===== src/rtl/decimal_timer_n.sv =====
// Packed-BCD up/down timer with an internal prescaler, stop-with-done or wrap-with-carry
// terminal behaviour, and clear > load > start command priority.
module decimal_timer_n #(
  parameter int unsigned DIGITS   = 2,
  parameter int unsigned PRESCALE = 50_000_000,
  parameter int unsigned WRAP     = 0
) (
  input  logic                  clock,
  input  logic                  reset,
  input  logic                  clear,
  input  logic                  load,
  input  logic [4*DIGITS-1:0]   load_value,
  input  logic                  start,
  input  logic                  enable,
  input  logic                  dir,
  input  logic [4*DIGITS-1:0]   limit,
  output logic [4*DIGITS-1:0]   count,
  output logic                  tick,
  output logic                  carry,
  output logic                  done,
  output logic                  running
);

  localparam int unsigned W  = 4 * DIGITS;
  localparam int unsigned PW = (PRESCALE > 1) ? $clog2(PRESCALE) : 1;
  localparam logic [PW-1:0] PresLast = PW'(PRESCALE - 1);

  typedef enum logic [1:0] {StIdle, StRun, StDone} state_e;

  state_e          state_q, state_d;
  logic [W-1:0]    count_q, count_d;
  logic [PW-1:0]   presc_q, presc_d;
  logic            tick_q, tick_d;
  logic            carry_q, carry_d;

  function automatic logic [W-1:0] bcd_inc(input logic [W-1:0] v);
    logic [W-1:0] r;
    logic         c;
    r = v;
    c = 1'b1;
    for (int i = 0; i < int'(DIGITS); i++) begin
      if (c) begin
        if (v[4*i +: 4] == 4'd9) begin
          r[4*i +: 4] = 4'd0;
        end else begin
          r[4*i +: 4] = v[4*i +: 4] + 4'd1;
          c = 1'b0;
        end
      end
    end
    return r;
  endfunction

  function automatic logic [W-1:0] bcd_dec(input logic [W-1:0] v);
    logic [W-1:0] r;
    logic         b;
    r = v;
    b = 1'b1;
    for (int i = 0; i < int'(DIGITS); i++) begin
      if (b) begin
        if (v[4*i +: 4] == 4'd0) begin
          r[4*i +: 4] = 4'd9;
        end else begin
          r[4*i +: 4] = v[4*i +: 4] - 4'd1;
          b = 1'b0;
        end
      end
    end
    return r;
  endfunction

  function automatic logic [W-1:0] bcd_clamp(input logic [W-1:0] v);
    logic [W-1:0] r;
    for (int i = 0; i < int'(DIGITS); i++) begin
      r[4*i +: 4] = (v[4*i +: 4] > 4'd9) ? 4'd9 : v[4*i +: 4];
    end
    return r;
  endfunction

  logic [W-1:0] step_up, step_dn;
  logic         up_term, is_zero;

  // Valid BCD orders the same as binary, so plain compares work on the packed value.
  assign step_up = bcd_inc(count_q);
  assign step_dn = bcd_dec(count_q);
  assign up_term = (count_q >= limit);
  assign is_zero = (count_q == '0);

  always_comb begin
    state_d = state_q;
    count_d = count_q;
    presc_d = presc_q;
    tick_d  = 1'b0;
    carry_d = 1'b0;
    if (clear) begin
      count_d = '0;
      presc_d = '0;
      state_d = StIdle;
    end else if (load) begin
      count_d = bcd_clamp(load_value);
      presc_d = '0;
      if (state_q == StDone) state_d = StIdle;
    end else if (start && (state_q == StIdle)) begin
      if ((WRAP == 0) && (dir ? up_term : is_zero)) state_d = StDone;
      else                                          state_d = StRun;
    end else if ((state_q == StRun) && enable) begin
      if (presc_q == PresLast) begin
        presc_d = '0;
        tick_d  = 1'b1;
        if (dir) begin
          if (WRAP != 0) begin
            if (up_term) begin
              count_d = '0;
              carry_d = 1'b1;
            end else begin
              count_d = step_up;
            end
          end else if (up_term || (step_up == limit)) begin
            count_d = limit;
            state_d = StDone;
          end else begin
            count_d = step_up;
          end
        end else begin
          if (WRAP != 0) begin
            if (is_zero) begin
              count_d = limit;
              carry_d = 1'b1;
            end else begin
              count_d = step_dn;
            end
          end else if (is_zero || (step_dn == '0)) begin
            count_d = '0;
            state_d = StDone;
          end else begin
            count_d = step_dn;
          end
        end
      end else begin
        presc_d = presc_q + PW'(1);
      end
    end
  end

  always_ff @(posedge clock or posedge reset) begin
    if (reset) begin
      state_q <= StIdle;
      count_q <= '0;
      presc_q <= '0;
      tick_q  <= 1'b0;
      carry_q <= 1'b0;
    end else begin
      state_q <= state_d;
      count_q <= count_d;
      presc_q <= presc_d;
      tick_q  <= tick_d;
      carry_q <= carry_d;
    end
  end

  assign count   = count_q;
  assign tick    = tick_q;
  assign carry   = carry_q;
  assign done    = (state_q == StDone);
  assign running = (state_q == StRun);

endmodule


===== config.mk =====
export PLATFORM = sky130hd
export DESIGN_NAME = decimal_timer_n
export DESIGN_NICKNAME = d
export VERILOG_FILES = /design/src/rtl/decimal_timer_n.sv
export SDC_FILE = /design/constraint.sdc
export NUM_CORES = 1
export LEC_CHECK = 0
export ABC_AREA = 1
export ABC_CLOCK_PERIOD_IN_PS = 2590
export BUFFER_PORTS_ARGS = -buffer_cell sky130_fd_sc_hd__buf_2
export CAP_MARGIN = 40
export CORE_ASPECT_RATIO = 0.9
export CORE_UTILIZATION = 60
export DETAILED_ROUTE_END_ITERATION = 10
export PLACE_DENSITY = 0.83
export SLEW_MARGIN = 15
export SYNTH_ARGS = -nofsm -noshare
export SYNTH_HDL_FRONTEND = slang
export SYNTH_SLANG_ARGS = --single-unit

===== constraint.sdc =====
create_clock -name clock -period 2.59 [get_ports clock]
set_input_delay 0.259 -clock clock [delete_from_list [all_inputs] [get_ports clock]]
set_output_delay 0.259 -clock clock [all_outputs]
set_load 0.01 [all_outputs]

==> results.yml <==
critical_path:
  crit_path_end: "count[4]$_DFFE_PP0P_"
  crit_chain: "inv_1, ha_1, nand3_4, nand2_4, xor2_1, nand2_1, nor2_1, nand3_4, nand2_4, nand2_1, nand3_1, nand2_1, a21oi_2"
  r2r_cells: 13
  reg2reg_to: "count[4]$_DFFE_PP0P_"
  crit_cells: 13
  critPathBufInv: 1
  critPathMaxFanout: 12
  reg2reg_slack_ns: 0.25
  required_ns: 2.81
  setup.worst_path.start: "count[1]$_DFFE_PP0P_"
  critPathArrivalTime_ns: 2.56
  critPathCaptureType: "flip-flop"
  critical_path.top_delay_family: "simple AND/OR/NAND/NOR gates"
  crit_type: "flip-flop to flip-flop"
  crit_top_cell: "nand2_1"
  cp_slowest_stage_delay_ns: 0.45
  start_kind: "flip-flop"
  crit_slowest_cell: "dfrtp_1"
  reg2reg_from: "count[1]$_DFFE_PP0P_"
detailed_routing:
  dr.pass1.iters: 5
  vias: 3261
  drt-total-wl_mm: 7.87
  ant_nets: 0
  drcViolationCount: 0
  wl_per_cell_um: 13.7
  viasPerCell: 5.67
  first_iter_violations: 315
sta:
  skew_ns: 0.0111
  period_share: 0.903
  slew_headroom: 0.635
  fin_crit_ns: 2.34
  finalSetupViolCount: 0
  rsz0062_at_grt: "no"
  finalHoldViolations: 0
  tightest_slew_ns: 0.542
  finalMaxSlewViolations: 0
  fmax_ghz: 0.427
  finalSetupTns_ns: 0
  fin_ws_ns: 0.250
synth:
  ys.flop_type: "dfrtp_1"
  synth_edf_count: 0
  synth-seq-cells: 37
  yosysWarnings: 0
  syn_area_um2: 3140
  avgSynthCellArea_um2: 6.67
  synth_area_leaders: "dfrtp_1, nand2_1, inv_1, nand3_1, nor2_1"
  async_reset_ff_frac: 1.00
  yosys.area.top_type: "dfrtp_1"
  ys_seq_area_frac: 0.295
  netlist.area_leader.share: 0.295
  yosys-top-cells-count: "nand2_1, inv_1, nor2_1"
  synth_fp_nets: 509
  synthCells: 471
  yosysMostFrequentCell: "nand2_1"
  synth_cell_types: 41
die:
  start_util: 0.634
  die_x_um: 78.3
  core_area_um2: 4950
  fp.dieArea_um2: 5530
  row_count: 24
  ios: 35
  die_h_um: 70.7
final_layout:
  final_nets: 547
  utilization: 0.711
  drive_above_1_share: 0.131
  antenna_cells: 0
  final_cell_area_um2: 3520
  syn_to_final_growth_pct: 12.0
clock_tree:
  clock_path_buffers: 2
  cts_tree: "yes"
  numCtsBuffers: 5
  root_buffer: "clkbuf_8"
  cts_sinks: 37
  post-cts-setup-buffer-count: 0
  htreeDepth: 2
  path_clk_slew_ns: 0.08
  ctsHoldBuffers: 0
  clk_latency_ns: 0.29
hold_path:
  min_path_type: "primary input to asynchronous set/reset pin"
power_and_ir_drop:
  powerDensity_nw_per_um2: 541
  ir_worst_vdd_v: 0.000448
  p_leak_nw: 1.79
  power_w: 0.00191
global_routing:
  grt_pass1_wl_mm: 13.5
  grt_max_degree: 38
  grt_antenna_before_repair: 0
  track_usage: 0.306
  grt_pass1_vias: 2915
  grt.overflow.total: 0
placement:
  gp_congestion: 0.928
  hpwl_mm: 6.12
  port_buffers: 33
  dp_slack_ns: 0.281
  place_area_um2: 3390
flow_run:
  cap_violations: 0
status:
  outcome: "complete, no violations"
## cell families after synthesis
logic type | count (synthesis) | share of synthesized area
simple gates | 257 | 0.385
buf+inv | 85 | 0.106
compound gates | 65 | 0.123
flops | 37 | 0.295
fa+ha+maj | 15 | 0.0597
xor+xnor | 10 | 0.0279
other cells | 1 | 0.00119
mux | 1 | 0.00318
## sequential cells by signal, indices dropped and copies added (netlist names)
signal,count
presc_q,26
state_q,2
tick,1
count,8
## how the worst min path moves through the flow
stage | end | from | slack (ns) | cells past startpoint
floorplan | tick$_DFF_PP0_ | enable | 0.43 | 2
global placement | count[3]$_DFFE_PP0P_ | reset | 0.39 | 3
detailed placement | count[3]$_DFFE_PP0P_ | reset | 0.40 | 3
CTS | presc_q[4]$_DFFE_PP0P_ | reset | 0.08 | 3
global route | presc_q[4]$_DFFE_PP0P_ | reset | 0.11 | 3
finish | presc_q[4]$_DFFE_PP0P_ | reset | 0.06 | 3
## metrics by stage
stage,instances,hold slack (ns)
after detailed placement,567,0.397
after floorplan,471,0.430
after global placement,567,0.391
after CTS,575,0.0810
after global routing,575,0.115
final,575,0.0630
## tightest hold or removal path, stage by stage
cell,delay (ns)
buf_2,0.09
inv_1,0.04
buf_4,0.40
## layout make-up
type                    instances  area (µm²)
clock inverters                 3        65.1
clock buffers                   5        68.8
flip-flops and latches         37         926
inverters                      78         293
multi-input cells             349        1880
repair buffers                 38         203
well taps                      65        81.3
fillers                       423        1430
## what timing repair did
action	4_1_cts	5_1_grt
gates resized for setup	0	1
setup endpoints to repair	0	1
hold endpoints to repair	0	0
## layer usage
layer / GRT usage / vias to the layer above / wire length [µm]
met5: 0 / - / 0
met4: 0.0473 / 0 / 53
met3: 0.0529 / 10 / 606
met2: 0.449 / 143 / 3250
met1: 0.476 / 1469 / 3950
li1: - / 1639 / -
## placed cells by master, fill, tap and decap left out, types with 8 or more instances in the layout
cell / count
o21ai_0: 15
a21oi_1: 25
nor3_1: 14
nand4_1: 18
buf_2: 33
inv_1: 74
dfrtp_1: 37
nand2_1: 92
xor2_1: 8
nor2_1: 55
nand3_1: 54
ha_1: 15
## report_power, final
| part | total [W] | switching (W) | internal (W) |
|---|---|---|---|
| Clock | 0.000591 | 0.000208 | 0.000383 |
| Sequential | 0.000674 | 0.0000605 | 0.000613 |
| Combinational | 0.000642 | 0.000409 | 0.000233 |
Power figures use the tool's default switching activity.
